==> src/rtl/uart_tx_frame_engine.sv <==
// uart_tx_frame_engine: parametrised UART transmitter.
//   Frame = START(0), DATA_WIDTH data bits LSB first, optional parity, 1 or 2 STOP(1) bits.
//   Frames go back-to-back with no idle gap when the source keeps Data_Valid high.
// Ports:
//   CLK, RST        clock (rising edge) and asynchronous active-low reset
//   P_DATA          parallel data word, latched on acceptance
//   Data_Valid      source has a word on P_DATA
//   Data_Ack        pulse in the cycle P_DATA is accepted
//   PAR_EN/PAR_TYP  parity enable / odd(1) or even(0) parity, latched on acceptance
//   STOP2           two stop bits when high, latched on acceptance
//   Prescale        bit period = Prescale+1 CLK cycles, latched on acceptance
//   Send_Break      (UART_TX_BREAK_EN only) request a break condition from idle
//   TX_OUT          registered serial line, idle high
//   busy            high while a frame (or break) is on the line
// Optional feature: define UART_TX_BREAK_EN to add Send_Break and the BREAK state.
module uart_tx_frame_engine #(
    parameter int unsigned DATA_WIDTH     = 8,
    parameter int unsigned PRESCALE_WIDTH = 16
) (
    input  logic                      CLK,
    input  logic                      RST,
    input  logic [DATA_WIDTH-1:0]     P_DATA,
    input  logic                      Data_Valid,
    output logic                      Data_Ack,
    input  logic                      PAR_EN,
    input  logic                      PAR_TYP,
    input  logic                      STOP2,
    input  logic [PRESCALE_WIDTH-1:0] Prescale,
`ifdef UART_TX_BREAK_EN
    input  logic                      Send_Break,
`endif
    output logic                      TX_OUT,
    output logic                      busy
);

    // Wide enough for the data index, the stop-bit index and the break bit count (max 13).
    localparam int unsigned IdxW = 4;
    localparam logic [IdxW-1:0] LastIdx = IdxW'(DATA_WIDTH - 1);

    typedef enum logic [2:0] {
        StIdle   = 3'd0,
        StStart  = 3'd1,
        StData   = 3'd2,
        StParity = 3'd3,
        StStop   = 3'd4
`ifdef UART_TX_BREAK_EN
        , StBreak = 3'd5
`endif
    } state_e;

    state_e                    state_q, state_d;
    logic [PRESCALE_WIDTH-1:0] baud_q, baud_d;
    logic [PRESCALE_WIDTH-1:0] prescale_q, prescale_d;
    logic [IdxW-1:0]           idx_q, idx_d;
    logic [DATA_WIDTH-1:0]     data_q, data_d;     // shifts right as bits go out
    logic                      par_q, par_d;       // parity bit, computed at acceptance
    logic                      par_en_q, par_en_d;
    logic                      stop2_q, stop2_d;
    logic                      tx_q, tx_d;
    logic                      busy_q, busy_d;
    logic                      bit_end;
    logic                      accept;
`ifdef UART_TX_BREAK_EN
    logic [IdxW-1:0]           brk_len_q, brk_len_d;
`endif

    assign bit_end  = (baud_q == prescale_q);
    assign Data_Ack = accept;
    assign TX_OUT   = tx_q;
    assign busy     = busy_q;

    // State register, including the registered outputs.
    always_ff @(posedge CLK or negedge RST) begin
        if (!RST) begin
            state_q    <= StIdle;
            baud_q     <= '0;
            prescale_q <= '0;
            idx_q      <= '0;
            data_q     <= '0;
            par_q      <= 1'b0;
            par_en_q   <= 1'b0;
            stop2_q    <= 1'b0;
            tx_q       <= 1'b1;
            busy_q     <= 1'b0;
`ifdef UART_TX_BREAK_EN
            brk_len_q  <= '0;
`endif
        end else begin
            state_q    <= state_d;
            baud_q     <= baud_d;
            prescale_q <= prescale_d;
            idx_q      <= idx_d;
            data_q     <= data_d;
            par_q      <= par_d;
            par_en_q   <= par_en_d;
            stop2_q    <= stop2_d;
            tx_q       <= tx_d;
            busy_q     <= busy_d;
`ifdef UART_TX_BREAK_EN
            brk_len_q  <= brk_len_d;
`endif
        end
    end

    // Next-state logic.
    always_comb begin
        state_d    = state_q;
        prescale_d = prescale_q;
        idx_d      = idx_q;
        data_d     = data_q;
        par_d      = par_q;
        par_en_d   = par_en_q;
        stop2_d    = stop2_q;
        accept     = 1'b0;
`ifdef UART_TX_BREAK_EN
        brk_len_d  = brk_len_q;
`endif
        baud_d = (bit_end || state_q == StIdle) ? '0 : baud_q + PRESCALE_WIDTH'(1);

        case (state_q)
            StIdle: begin
`ifdef UART_TX_BREAK_EN
                // Break wins over data; it reuses the stop state with a single stop bit.
                if (Send_Break) begin
                    state_d    = StBreak;
                    idx_d      = '0;
                    prescale_d = Prescale;
                    stop2_d    = 1'b0;
                    brk_len_d  = IdxW'(DATA_WIDTH + 2) + IdxW'(PAR_EN) + IdxW'(STOP2);
                end else
`endif
                if (Data_Valid) begin
                    accept = 1'b1;
                end
            end
            StStart: begin
                if (bit_end) begin
                    state_d = StData;
                    idx_d   = '0;
                end
            end
            StData: begin
                if (bit_end) begin
                    data_d = data_q >> 1;
                    if (idx_q == LastIdx) begin
                        state_d = par_en_q ? StParity : StStop;
                        idx_d   = '0;
                    end else begin
                        idx_d = idx_q + IdxW'(1);
                    end
                end
            end
            StParity: begin
                if (bit_end) begin
                    state_d = StStop;
                    idx_d   = '0;
                end
            end
            StStop: begin
                if (bit_end) begin
                    if (idx_q == {{(IdxW-1){1'b0}}, stop2_q}) begin
                        if (Data_Valid) begin
                            accept = 1'b1;
                        end else begin
                            state_d = StIdle;
                        end
                    end else begin
                        idx_d = idx_q + IdxW'(1);
                    end
                end
            end
`ifdef UART_TX_BREAK_EN
            StBreak: begin
                if (bit_end) begin
                    if (idx_q >= brk_len_q - IdxW'(1) && !Send_Break) begin
                        state_d = StStop;
                        idx_d   = '0;
                    end else if (idx_q != '1) begin
                        idx_d = idx_q + IdxW'(1);
                    end
                end
            end
`endif
            default: begin
                state_d = StIdle;
                idx_d   = '0;
                baud_d  = '0;
            end
        endcase

        if (accept) begin
            state_d    = StStart;
            idx_d      = '0;
            baud_d     = '0;
            data_d     = P_DATA;
            par_d      = (^P_DATA) ^ PAR_TYP;
            par_en_d   = PAR_EN;
            stop2_d    = STOP2;
            prescale_d = Prescale;
        end
    end

    // Output logic: computed from the next state so the line is registered.
    always_comb begin
        tx_d   = 1'b1;
        busy_d = 1'b1;
        case (state_d)
            StIdle:   busy_d = 1'b0;
            StStart:  tx_d   = 1'b0;
            StData:   tx_d   = data_d[0];
            StParity: tx_d   = par_d;
            StStop:   tx_d   = 1'b1;
`ifdef UART_TX_BREAK_EN
            StBreak:  tx_d   = 1'b0;
`endif
            default: begin
                tx_d   = 1'b1;
                busy_d = 1'b0;
            end
        endcase
    end

endmodule

==> config.mk <==
export PLATFORM = sky130hd
export DESIGN_NAME = uart_tx_frame_engine
export DESIGN_NICKNAME = d
export VERILOG_FILES = /design/src/rtl/uart_tx_frame_engine.sv
export SDC_FILE = /design/constraint.sdc
export NUM_CORES = 1
export LEC_CHECK = 0
export ABC_AREA = 1
export BUFFER_PORTS_ARGS = -buffer_cell sky130_fd_sc_hd__buf_4
export CORE_MARGIN = 2
export CORE_UTILIZATION = 55
export DETAILED_ROUTE_END_ITERATION = 12
export GPL_ROUTABILITY_DRIVEN = 0
export GPL_TIMING_DRIVEN = 0
export HOLD_SLACK_MARGIN = 0.03
export PLACE_DENSITY = 0.76
export REMOVE_ABC_BUFFERS = 1
export SLEW_MARGIN = 20
export SYNTH_ARGS = -nofsm -noshare
export SYNTH_HDL_FRONTEND = slang
export SYNTH_SLANG_ARGS = --single-unit
==> constraint.sdc <==
create_clock -name CLK -period 1.9 [get_ports CLK]
set_input_delay 0.285 -clock CLK [delete_from_list [all_inputs] [get_ports CLK]]
set_output_delay 0.285 -clock CLK [all_outputs]
set_load 0.05 [all_outputs]
Yosys cells after proc, flatten, opt, wreduce, memory -nomap -nowiden
Cells that the tools add are included.
{ "op_classes": {"bitwise": 1, "n_reduce_logical": 10, "n_mux": 30, "addsub": 2, "n_eq_ne": 16} }
{ "op_table": {"columns": ["operator", "n"], "rows": [
  ["$mux 16", 3],
  ["$mux 3", 9],
  ["$mux 4", 6],
  ["$mux 8", 3],
  ["$add 16x1->16 const B", 1],
  ["$eq 16x16->1", 1],
  ["$pmux 4 s4", 1],
  ["$pmux 3 s5", 1],
  ["$eq 3x2->1 const B", 4],
  ["$ne 3x3->1 const B", 3],
  ["$reduce_xor 8->1", 1],
  ["$eq 3x1->1 const B", 2],
  ["$eq 3x3->1 const B", 2],
  ["$mux 1", 5],
  ["$reduce_and 5->1", 1],
  ["$reduce_or 5->1", 1],
  ["$add 4x1->4 const B", 1],
  ["$eq 4x1->1", 1],
  ["$eq 4x3->1 const B", 1],
  ["$reduce_bool 2->1", 2],
  ["$reduce_or 4->1", 1],
  ["$logic_not 3->1", 1],
  ["$ne 3x1->1 const B", 1],
  ["$pmux 1 s3", 1],
  ["other kinds (6)", 6]
]} }
{ "totals": {"word_cells": 70, "inputBits": 30, "regBits": 52} }

Depth between registers and ports, before layout
Gate-level depths: netlist of run 1.
{ "depth": {"word_depth": 8, "mapped_depth": 14} }

Least setup slack after synthesis of run 1
No wires, ideal clock.
{ "synth_timing": {"path_type": "register to output", "start": "reg state_q[1]", "end": "out Data_Ack", "path_slack_ns": 0.151, "required_time_ns": 1.615, "path_stages_with_launch": 10, "arrival_ns": 1.464, "cell_sequence": "dfrtp_1 -> inv_1 -> nand2_1 -> nor2_2 -> nand3_1 -> nor2_1 -> nand3_2 -> nand2_2 -> buf_6 -> buf_4"} }
{ "synth_via": {"elab_chain_cells": 2, "word_cells_on_any_way": 3, "classes_between": "eq/ne (1); mux (1); reduce/logical (1)"} }
{ "synth_lines": {"columns": ["element", "line_no", "rtl"], "rows": [
  ["from (decl)", "51", "state_e state_q, state_d;"],
  ["from (signal assigned)", "75", "state_q <= StIdle;"],
  ["from (signal assigned)", "89", "state_q <= state_d;"],
  ["$eq 3x3->1 or $logic_not 3->1 (tied branches)", "120", "case (state_q)"],
  ["$pmux 1 s2 *", "120", null],
  ["to (decl)", "24", "output logic Data_Ack,"]
]} }
Every way passes the cells marked *; elsewhere a longest branch is shown, timed or not.

Worst setup path in the final report of run 1
{ "layout_timing": {"start": "reg state_q[2]", "end": "out Data_Ack"} }
Same word-level chain as after synthesis.

==> results of run 1 <==
cell usage after synthesis (all sizes together):
master	number
or2	1
nand2	125
o2111ai	1
a22oi	6
dfstp	1
nand4	2
nor3b	1
nor4	1
dfrtp	51
buf	6
nand3	28
clkinv	2
o211a	2
nor3	7
o21ai	28
xor2	4
xnor2	6
inv	54
nand2b	2
nand3b	1
a21oi	8
ha	2
o31ai	1
nor2	37
a31oi	1
cells by family (layout without fill, tap and decap cells):
group | Yosys count | in the layout
flops | 52 | 52
fa+ha+maj | 2 | 2
simple gates | 205 | 207
compound gates | 47 | 47
buf+inv | 62 | 120
xor+xnor | 10 | 10
critical path, cell delays in order (launching register included):
cell and delay, ns:
dfrtp_2 0.47, inv_2 0.10, nor2_4 0.15, nand3_2 0.12, nor2_4 0.16, nand3_4 0.11, nand2_8 0.09, buf_8 0.15
report_power, final:
group          switching [mW]  internal (mW)
registers               0.198           1.45
logic                    1.11          0.655
clock network           0.365          0.298
area by class of cell:
| type | instances | area share [%] |
|---|---|---|
| well taps | 70 | 2.40 |
| multi-input cells | 266 | 41.3 |
| clock buffers | 8 | 2.47 |
| flip-flops and latches | 52 | 35.8 |
| inverters | 56 | 6.25 |
| repair buffers | 56 | 11.8 |
what timing repair did:
action / in CTS / in global routing
hold endpoints to repair: 38 / 0
gates resized for setup: 20 / 20
hold buffers: 1 / 0
gates cloned: 2 / 0
setup buffers: 19 / 4
pin swaps: 12 / 7
endpoints found under the setup margin: 38 / 26
flip-flops by register name, indices dropped and copies added, names as in the netlist:
register and count:
prescale_q 16, par_en_q 1, baud_q 16, busy 1, state_q 3, TX_OUT 1
par_q 1, stop2_q 1, idx_q 4, data_q 8
routing by layer:
| metal | wire length, microns | up-vias | track usage [%] |
|---|---|---|---|
| li1 | - | 1316 | - |
| met1 | 2850 | 1267 | 30.9 |
| met2 | 3580 | 74 | 42.0 |
| met3 | 349 | 13 | 4.00 |
| met4 | 116 | 0 | 8.73 |
| met5 | 0 | - | 0 |
path summary, 6_finish.rpt:
check,to,from,slack (ns)
min in group asynchronous,prescale_q[8],RST,0.54
max in group asynchronous,state_q[2],RST,0.88
min,prescale_q[8],Prescale[8],0.17
min reg2reg,data_q[7],data_q[7],0.51
max reg2reg,TX_OUT,state_q[2],0.02
max,Data_Ack,state_q[2],-0.05
per-stage QoR:
stage | util [%] | hold slack [ns] | instance area, sq um
after global routing | 71.3 | 0.179 | 3640
after global placement | 62.6 | 0.363 | 3200
final | 71.3 | 0.173 | 3640
after detailed placement | 62.6 | 0.363 | 3200
after floorplan | - | -0.0106 | 2870
after CTS | 69.5 | 0.172 | 3550
cells in the final DEF, fill, tap and decap left out, drive strengths merged, types with 2 or more instances in the layout:
master	instances
a22oi	6
clkbuf	8
xor2	4
o211a	2
nand3	28
nand4	2
inv	54
nor3	7
nand2	127
nor2	37
xnor2	6
dfrtp	51
o21ai	28
a21oi	8
ha	2
clkinv	2
nand2b	2
buf	55
==> impl_metrics.json, run 1 <==
{
  "synth_top_family_by_area": "simple AND/OR/NAND/NOR gates",
  "post_synth_and_or_nand_nor_area_fraction_pct": 32.7,
  "dp_hpwl_microns": 3960,
  "critPathMaxFanout": 6,
  "preCtsSetupSlack_ns": -0.757,
  "required_ns": 1.62,
  "post_synth_num_cell_types": 39,
  "grt_util_all_layers_pct": 24.4,
  "timing.critical_path.arrival_ns": 1.66,
  "area_taken_by_multi_input_logic_gates_sq_um": 1500,
  "final-hold-violation-count": 0,
  "ff_latch_area_sq_um": 1300,
  "area_growth_pct": 24.9,
  "post_synth_inst_count": 378,
  "routed_wirelength_microns": 6890,
  "die-area_sq_um": 5900,
  "top_level_ports": 33,
  "std_cell_rows": 26,
  "via_count_of_the_first_global_routing_pass": 2554,
  "htreeDepth": 2,
  "fp.dieW_microns": 76.8,
  "ys_seq_elements": 52,
  "synth_fa_ha_area_share_pct": 0.858,
  "worst_slew_pin_tran_ns": 0.659,
  "io_buffers": 32,
  "final_count_of_negative_setup_slack_endpoints": 1,
  "max_transition_margin_pct": 56.0,
  "die_h_microns": 76.8,
  "clock_insertion_delay_worst_skew_ns": 0.31,
  "finalMaxSlewViolations": 0,
  "hold_path_depth": 3,
  "clock-root-buffer": "clkbuf_8",
  "finalNonFillerCells": 508,
  "grt_first_pass_wirelength_microns": 11600,
  "grt_antenna_before_repair": 0,
  "gr-total-overflow": 0,
  "vias": 2670,
  "detail_route.iter0.violations": 196,
  "synth.top_cell.area_share_pct": 43.8,
  "clk_transition_reported_paths_ns": 0.10,
  "start_util_pct": 57.1,
  "num_antenna_cells": 0,
  "final_worst_path_period_need_ns": 1.95,
  "fin_nets": 469,
  "timing.final.ws_setup_ns": -0.0491,
  "hold_path_class": "input port to flop",
  "failed_checks": "negative setup slack",
  "post-route-period-util_pct": 103,
  "post_synth_xor_area_fraction_pct": 3.00,
  "netlist_top_cells_area": "dfrtp_1, nand2_1, inv_1",
  "drt.antenna.violating_nets": 0,
  "maxCapViolations": 0,
  "core_region_area_sq_um": 5110,
  "ir_worst_vdd_mv": 0.725,
  "routed_wire_length_per_instance_microns": 13.6,
  "synthesized_cell_area_sq_um": 2920,
  "drive_above_1_share_pct": 27.9,
  "yosys_warnings": 0,
  "setup_tns_ns": -0.0491,
  "timing.setup.critical_path_class": "flop to primary output",
  "result_of_the_run": "complete, but fails checks",
  "cts-root-to-sink-buffers": 2,
  "power_per_cell_area_nw_per_um2": 1120,
  "clkSinkCount": 52,
  "drt_pre_antenna_iters": 5,
  "seq_area_frac_synth_pct": 44.7,
  "synth_mux_area_share_pct": 0,
  "rsz0062_at_grt": "true",
  "clock_tree_from_tritoncts": "yes",
  "timing.reg2reg.worst_path_depth": 13,
  "static-leakage-power_nw": 1.84,
  "fin_worst_skew_ns": 0.00994,
  "synth.avg_cell_area_sq_um": 7.72,
  "place.detailed.instances": 474,
  "drt_drc_violations_left": 0,
  "endpoint_kind": "primary output",
  "avgViaCountPerCell": 5.26,
  "grt_max_degree": 53,
  "maxClockFrequency_ghz": 0.513,
  "synth_top_cell_by_area": "dfrtp_1",
  "cts_inserted_buffers": 5,
  "start_kind": "flop",
  "power.total_mw": 4.08,
  "synth-compound-area-share_pct": 9.57,
  "filler_cell_count": 418
}
Note: power is estimated with default switching activity, not from simulation.
==> run 2, diff against run 1 <==
--- a/config.mk
+++ b/config.mk
@@ -7,6 +7,7 @@
 export LEC_CHECK = 0
 export ABC_AREA = 1
 export BUFFER_PORTS_ARGS = -buffer_cell sky130_fd_sc_hd__buf_4
+export CORE_ASPECT_RATIO = 2
 export CORE_MARGIN = 2
 export CORE_UTILIZATION = 55
 export DETAILED_ROUTE_END_ITERATION = 12
==> run 2 against run 1 <==
  * The run still ends with negative setup slack left
  * Power shrank 0.31%
  * Wire length shrank 1.8%
  * Count of clock-buffer cells in the layout fell by 2
  * Sequential cell count unchanged
  * Combinational power barely moved
  * First-iteration DRC count shrank 49%
  * Critical path type unchanged
  * Via count shrank 2.4%
  * Cell count down 2.8%
  * Register-to-register slack about the same
  * Global-route usage is 0.39 points lower
  * Non-clock buffer count fell by 2
  * Highest routed layer unchanged
  * Cell area down 0.96%
==> impl_metrics.json, run 2 (synthesis gave the netlist of run 1 again) <==
{
  "result_of_the_run": "complete, but fails checks",
  "failed_checks": "negative setup slack",
  "core_region_area_sq_um": 5140,
  "cts_inserted_buffers": 5,
  "io_buffers": 32,
  "timing.reg2reg.worst_path_depth": 15,
  "hold_ws_ns": 0.160,
  "start_util_pct": 56.8,
  "drt.antenna.violating_nets": 0,
  "routed_wire_length_per_instance_microns": 13.7,
  "drt_drc_violations_left": 0,
  "clock_tree_from_tritoncts": "yes",
  "filler_cell_count": 391,
  "most-common-layout-cells": "nand2_1, buf_4, dfrtp_1",
  "grt_first_pass_wirelength_microns": 11300,
  "ff_latch_area_sq_um": 1300,
  "grt_antenna_before_repair": 0,
  "grt_util_all_layers_pct": 24.0,
  "avgViaCountPerCell": 5.27,
  "cts-root-to-sink-buffers": 2,
  "gr-max-usage-layer": "met2",
  "ir_worst_vdd_mv": 0.980,
  "layout.cells.most_common": "nand2_1",
  "critical_path.max_stage_delay_ns": 0.42,
  "start_kind": "flop",
  "area_growth_pct": 23.7,
  "worst_slew_pin_tran_ns": 0.672,
  "gr-usage-met2_pct": 43.7,
  "drt_pre_antenna_iters": 4,
  "maxClockFrequency_ghz": 0.516,
  "htreeDepth": 2,
  "top_level_ports": 33,
  "preCtsSetupSlack_ns": -0.793,
  "final_count_of_negative_setup_slack_endpoints": 1,
  "finalMaxSlewViolations": 0,
  "setup.reg_to_reg.worst_slack_ns": 0.03,
  "fin_worst_skew_ns": 0.00942,
  "vias": 2605,
  "crit_slowest_cell": "dfrtp_1",
  "grt_max_degree": 53,
  "die_h_microns": 107,
  "endpoint_kind": "primary output",
  "clock-root-buffer": "clkbuf_8",
  "clk_transition_reported_paths_ns": 0.09,
  "num_antenna_cells": 0,
  "clock_insertion_delay_worst_skew_ns": 0.32,
  "required_ns": 1.62,
  "rsz0062_at_grt": "true",
  "hold_path_class": "input port to flop",
  "drive_above_1_share_pct": 28.2,
  "biggestRegsByFlops": "baud_q: 16 flops, prescale_q: 16 flops, data_q: 8 flops",
  "final-hold-violation-count": 0,
  "std_cell_rows": 37,
  "timing.critical_path.arrival_ns": 1.65,
  "regToRegEndpoint": "idx_q[0]",
  "timing.setup.critical_path_class": "flop to primary output",
  "dp_hpwl_microns": 4070,
  "post-route-period-util_pct": 102,
  "timing.critical_path.from": "baud_q[0]",
  "area_taken_by_multi_input_logic_gates_sq_um": 1490,
  "critPathMaxFanout": 4,
  "r2r-start": "baud_q[0]",
  "timing.final.ws_setup_ns": -0.0375,
  "worstHoldStart": "Prescale[15]",
  "endpoint_of_the_most_critical_setup_path": "Data_Ack",
  "power_per_cell_area_nw_per_um2": 1130,
  "clkSinkCount": 52,
  "max_transition_margin_pct": 55.2,
  "detail_route.iter0.violations": 100,
  "via_count_of_the_first_global_routing_pass": 2616,
  "final_worst_path_period_need_ns": 1.94,
  "maxCapViolations": 0,
  "fin_nets": 467,
  "cpMostUsedCell": "nand2_1",
  "die-area_sq_um": 5940,
  "routed_wirelength_microns": 6770,
  "gr-total-overflow": 0,
  "ordered_list_of_cells_on_the_worst_path": "inv_2 > nand2_1 > nand2_1 > nor2_1 > nand2_1 > nor2_4 > nand3_4 > nand2_8 > buf_8",
  "grt_util_met3_pct": 3.62,
  "gr-usage-met1_pct": 25.9,
  "static-leakage-power_nw": 1.83,
  "fp.dieW_microns": 55.5
}
## run 2: per-stage QoR
step,TNS (ns),total power [mW],area [sq um],util [%],std cells
finish,-0.0375,4.07,3610,70.2,494
global route,-0.569,4.33,3610,70.2,494
detailed placement,-15.77,3.13,3180,61.9,462
global placement,-14.81,3.07,3180,61.9,462
CTS,-0.0141,3.99,3520,68.6,490
floorplan,-5.04,2.75,2870,-,372
## run 2: worst max-delay path: cells and delay by family, from the launching register on
kind | cells | cell delay [ns]
flops | 1 | 0.42
buf+inv | 2 | 0.22
simple gates | 7 | 0.69
## run 2: power by group
| part | switching (mW) | total (mW) | internal (mW) |
|---|---|---|---|
| logic | 1.09 | 1.74 | 0.647 |
| registers | 0.201 | 1.65 | 1.45 |
| clock network | 0.387 | 0.678 | 0.292 |
## run 2: repair_timing
action | 4_1_cts | 5_1_grt
gates resized for setup | 20 | 19
setup buffers | 17 | 4
setup endpoints to repair | 38 | 27
endpoints found under the hold margin | 51 | 0
cloned | 2 | 0
hold buffers | 1 | 0
pin swaps | 10 | 10
## run 2: metal layers
layer  part of all wire, %  routed length, microns
met5                     0                       0
met4                   3.0                     204
met3                   3.7                     251
met2                    55                    3690
met1                    39                    2620
## run 2: cell type report
type,count,share of cell area (%)
repair buffers,54,11.6
inverters,56,6.24
clock buffers,6,2.29
multi-input cells,266,41.4
well taps,58,2.01
flip-flops and latches,52,36.1
clock inverters,2,0.277
## run 2: how the worst min path moves through the flow
stage	end	slack [ns]	depth (start not counted)
2_1_floorplan	baud_q[0]	-0.01	0
3_3_place_gp	prescale_q[2]	0.36	1
3_5_place_dp	prescale_q[2]	0.36	1
4_1_cts	stop2_q	0.16	3
5_1_grt	stop2_q	0.18	3
6_report	prescale_q[15]	0.16	3
==> run 3, diff against run 2 <==
--- a/config.mk
+++ b/config.mk
@@ -10,6 +10,7 @@
 export CORE_ASPECT_RATIO = 2
 export CORE_MARGIN = 2
 export CORE_UTILIZATION = 55
+export CTS_CLUSTER_SIZE = 30
 export DETAILED_ROUTE_END_ITERATION = 12
 export GPL_ROUTABILITY_DRIVEN = 0
 export GPL_TIMING_DRIVEN = 0
==> constraint.sdc (replaced) <==
create_clock -name CLK -period 1.9 [get_ports CLK]
set_input_delay 0.475 -clock CLK [delete_from_list [all_inputs] [get_ports CLK]]
set_output_delay 0.475 -clock CLK [all_outputs]
set_load 0.05 [all_outputs]
==> run 3 against run 2 <==
  * Largest cell class unchanged
  * Clock power is essentially flat
  * The run still ends with negative setup slack left
  * Die area stayed put
  * Clock skew down 0.0028 ns
==> impl_metrics.json, run 3 (synthesis gave the netlist of run 1 again) <==
{
  "clock-root-buffer": "clkbuf_8",
  "worst_path_dominant_cell_family": "simple AND/OR/NAND/NOR gates",
  "timing.critical_path.arrival_ns": 1.65,
  "maxClockFrequency_ghz": 0.471,
  "num_antenna_cells": 0,
  "std_cell_rows": 37,
  "clock_tree_from_tritoncts": "yes",
  "clock_power_share_pct": 16.3,
  "crit_slowest_cell": "dfrtp_1",
  "result_of_the_run": "complete, but fails checks",
  "setup_tns_ns": -0.287,
  "ordered_list_of_cells_on_the_worst_path": "inv_2 > nand2_4 > nor2_4 > nand3_2 > nor2_2 > nand3_4 > nand2_8 > buf_8",
  "most-common-layout-cells": "nand2_1, buf_4, dfrtp_1",
  "die-area_sq_um": 5940,
  "cts-root-to-sink-buffers": 2,
  "drt_drc_violations_left": 0,
  "drive_above_1_share_pct": 31.1,
  "post-route-period-util_pct": 112,
  "clk_transition_reported_paths_ns": 0.09,
  "grt_first_pass_wirelength_microns": 11300,
  "final_count_of_negative_setup_slack_endpoints": 7,
  "drt.antenna.violating_nets": 0,
  "preCtsSetupSlack_ns": -0.793,
  "clock_insertion_delay_worst_skew_ns": 0.32,
  "p_comb_share_pct": 43.8,
  "grt_util_all_layers_pct": 24.2,
  "endpoint_kind": "primary output",
  "ir_worst_vdd_mv": 0.851,
  "fin_nets": 475,
  "biggestRegsByFlops": "baud_q: 16 flops, prescale_q: 16 flops, data_q: 8 flops",
  "core_region_area_sq_um": 5140,
  "p_seq_share_pct": 39.9,
  "start_util_pct": 56.8,
  "grt_antenna_before_repair": 0,
  "max_transition_margin_pct": 55.1,
  "critical_path.max_stage_delay_ns": 0.41,
  "clkSinkCount": 52,
  "cts_inserted_buffers": 5,
  "rsz0062_at_grt": "true",
  "vias": 2658,
  "gr-total-overflow": 0,
  "htreeDepth": 2,
  "routed_wire_length_per_instance_microns": 13.8,
  "critPathMaxFanout": 4,
  "timing.final.ws_setup_ns": -0.222,
  "final-hold-violation-count": 0,
  "drt_pre_antenna_iters": 4,
  "hold_path_class": "input port to asynchronous set/reset pin",
  "routed_wirelength_microns": 6930,
  "cellInternalPower_mw": 2.43,
  "dp_hpwl_microns": 4070,
  "detail_route.iter0.violations": 83,
  "layout.cells.most_common": "nand2_1",
  "avgViaCountPerCell": 5.29,
  "critical_path_buf_inv_count": 2,
  "worst_slew_pin_tran_ns": 0.674,
  "switching_share_pct": 41.3,
  "timing.setup.critical_path_class": "flop to primary output",
  "finalMaxSlewViolations": 0,
  "maxCapViolations": 0,
  "netSwitchingPower_mw": 1.71,
  "failed_checks": "negative setup slack",
  "postLayoutCoreUtil_pct": 72.3,
  "top_level_ports": 33,
  "final_worst_path_period_need_ns": 2.12,
  "fp.dieW_microns": 55.5,
  "die_h_microns": 107,
  "grt_max_degree": 53,
  "io_buffers": 32,
  "power_per_cell_area_nw_per_um2": 1110,
  "via_count_of_the_first_global_routing_pass": 2591,
  "required_ns": 1.42,
  "static-leakage-power_nw": 1.85,
  "fin_worst_skew_ns": 0.00662,
  "area_growth_pct": 27.4,
  "start_kind": "flop"
}
[run 3: changes by cell type in the layout (fill, tap and decap cells not counted), moves of 2 or more]
cell     delta
a22oi_2     +5
a22oi_1     -5
inv_2       -2
buf_4       +7
nor2_2      +2
nor2_4      -2
[run 3: worst register-to-register path: cells and delay by family (launching register included)]
kind                   cells  cell delay, ns
DFF                        1            0.40
and+or+nand+nor           11            0.98
AOI/OAI and AO/OA          1            0.09
buffers and inverters      4            0.41
[run 3: final timing paths]
check | start | end | slack [ns] | cells past startpoint
max | state_q[1] | Data_Ack | -0.22 | 8
min | RST | prescale_q[2] | 0.17 | 1
max reg2reg | baud_q[0] | idx_q[0] | -0.04 | 16
min reg2reg | stop2_q | stop2_q | 0.50 | 2
max in group asynchronous | RST | state_q[2] | 1.23 | 1
min in group CLK | STOP2 | stop2_q | 0.35 | 3
[run 3: through the flow]
step	cells	hold slack, ns	power, mW	area [sq um]
finish	502	0.174	4.14	3720
global route	502	0.243	4.40	3720
CTS	491	0.198	3.97	3530
detailed placement	462	0.479	3.13	3180
global placement	462	0.476	3.07	3180
floorplan	372	0.179	2.75	2870
[run 3: cell type report]
| type | instances | area [sq um] |
|---|---|---|
| multi-input cells | 266 | 1520 |
| fillers | 376 | 1420 |
| flip-flops and latches | 52 | 1300 |
| repair buffers | 62 | 493 |
| inverters | 56 | 234 |
| clock buffers | 6 | 82.6 |
| well taps | 58 | 72.6 |
| clock inverters | 2 | 10.0 |
[run 3: power groups by stage]
stage,registers (mW),logic (mW),clock network [mW]
after floorplan,1.69,1.06,0
after global placement,1.64,1.43,0
after detailed placement,1.66,1.47,0
after CTS,1.63,1.64,0.692
after global routing,1.68,2.00,0.725
final,1.65,1.81,0.676
[run 3: routing by layer]
layer	vias to the layer above	track usage, %	routed length (microns)
li1	1325	-	-
met2	69	43.5	3800
met4	0	13.2	201
met3	18	3.62	266
met1	1246	26.6	2660
met5	-	0	0
[run 3: what timing repair did]
| item | CTS | global route |
|---|---|---|
| buffers inserted | 19 | 11 |
| cloned | 2 | 0 |
| gates resized for setup | 21 | 30 |
| pin swaps | 8 | 12 |
| hold buffers | 0 | 0 |
| setup endpoints to repair | 38 | 33 |
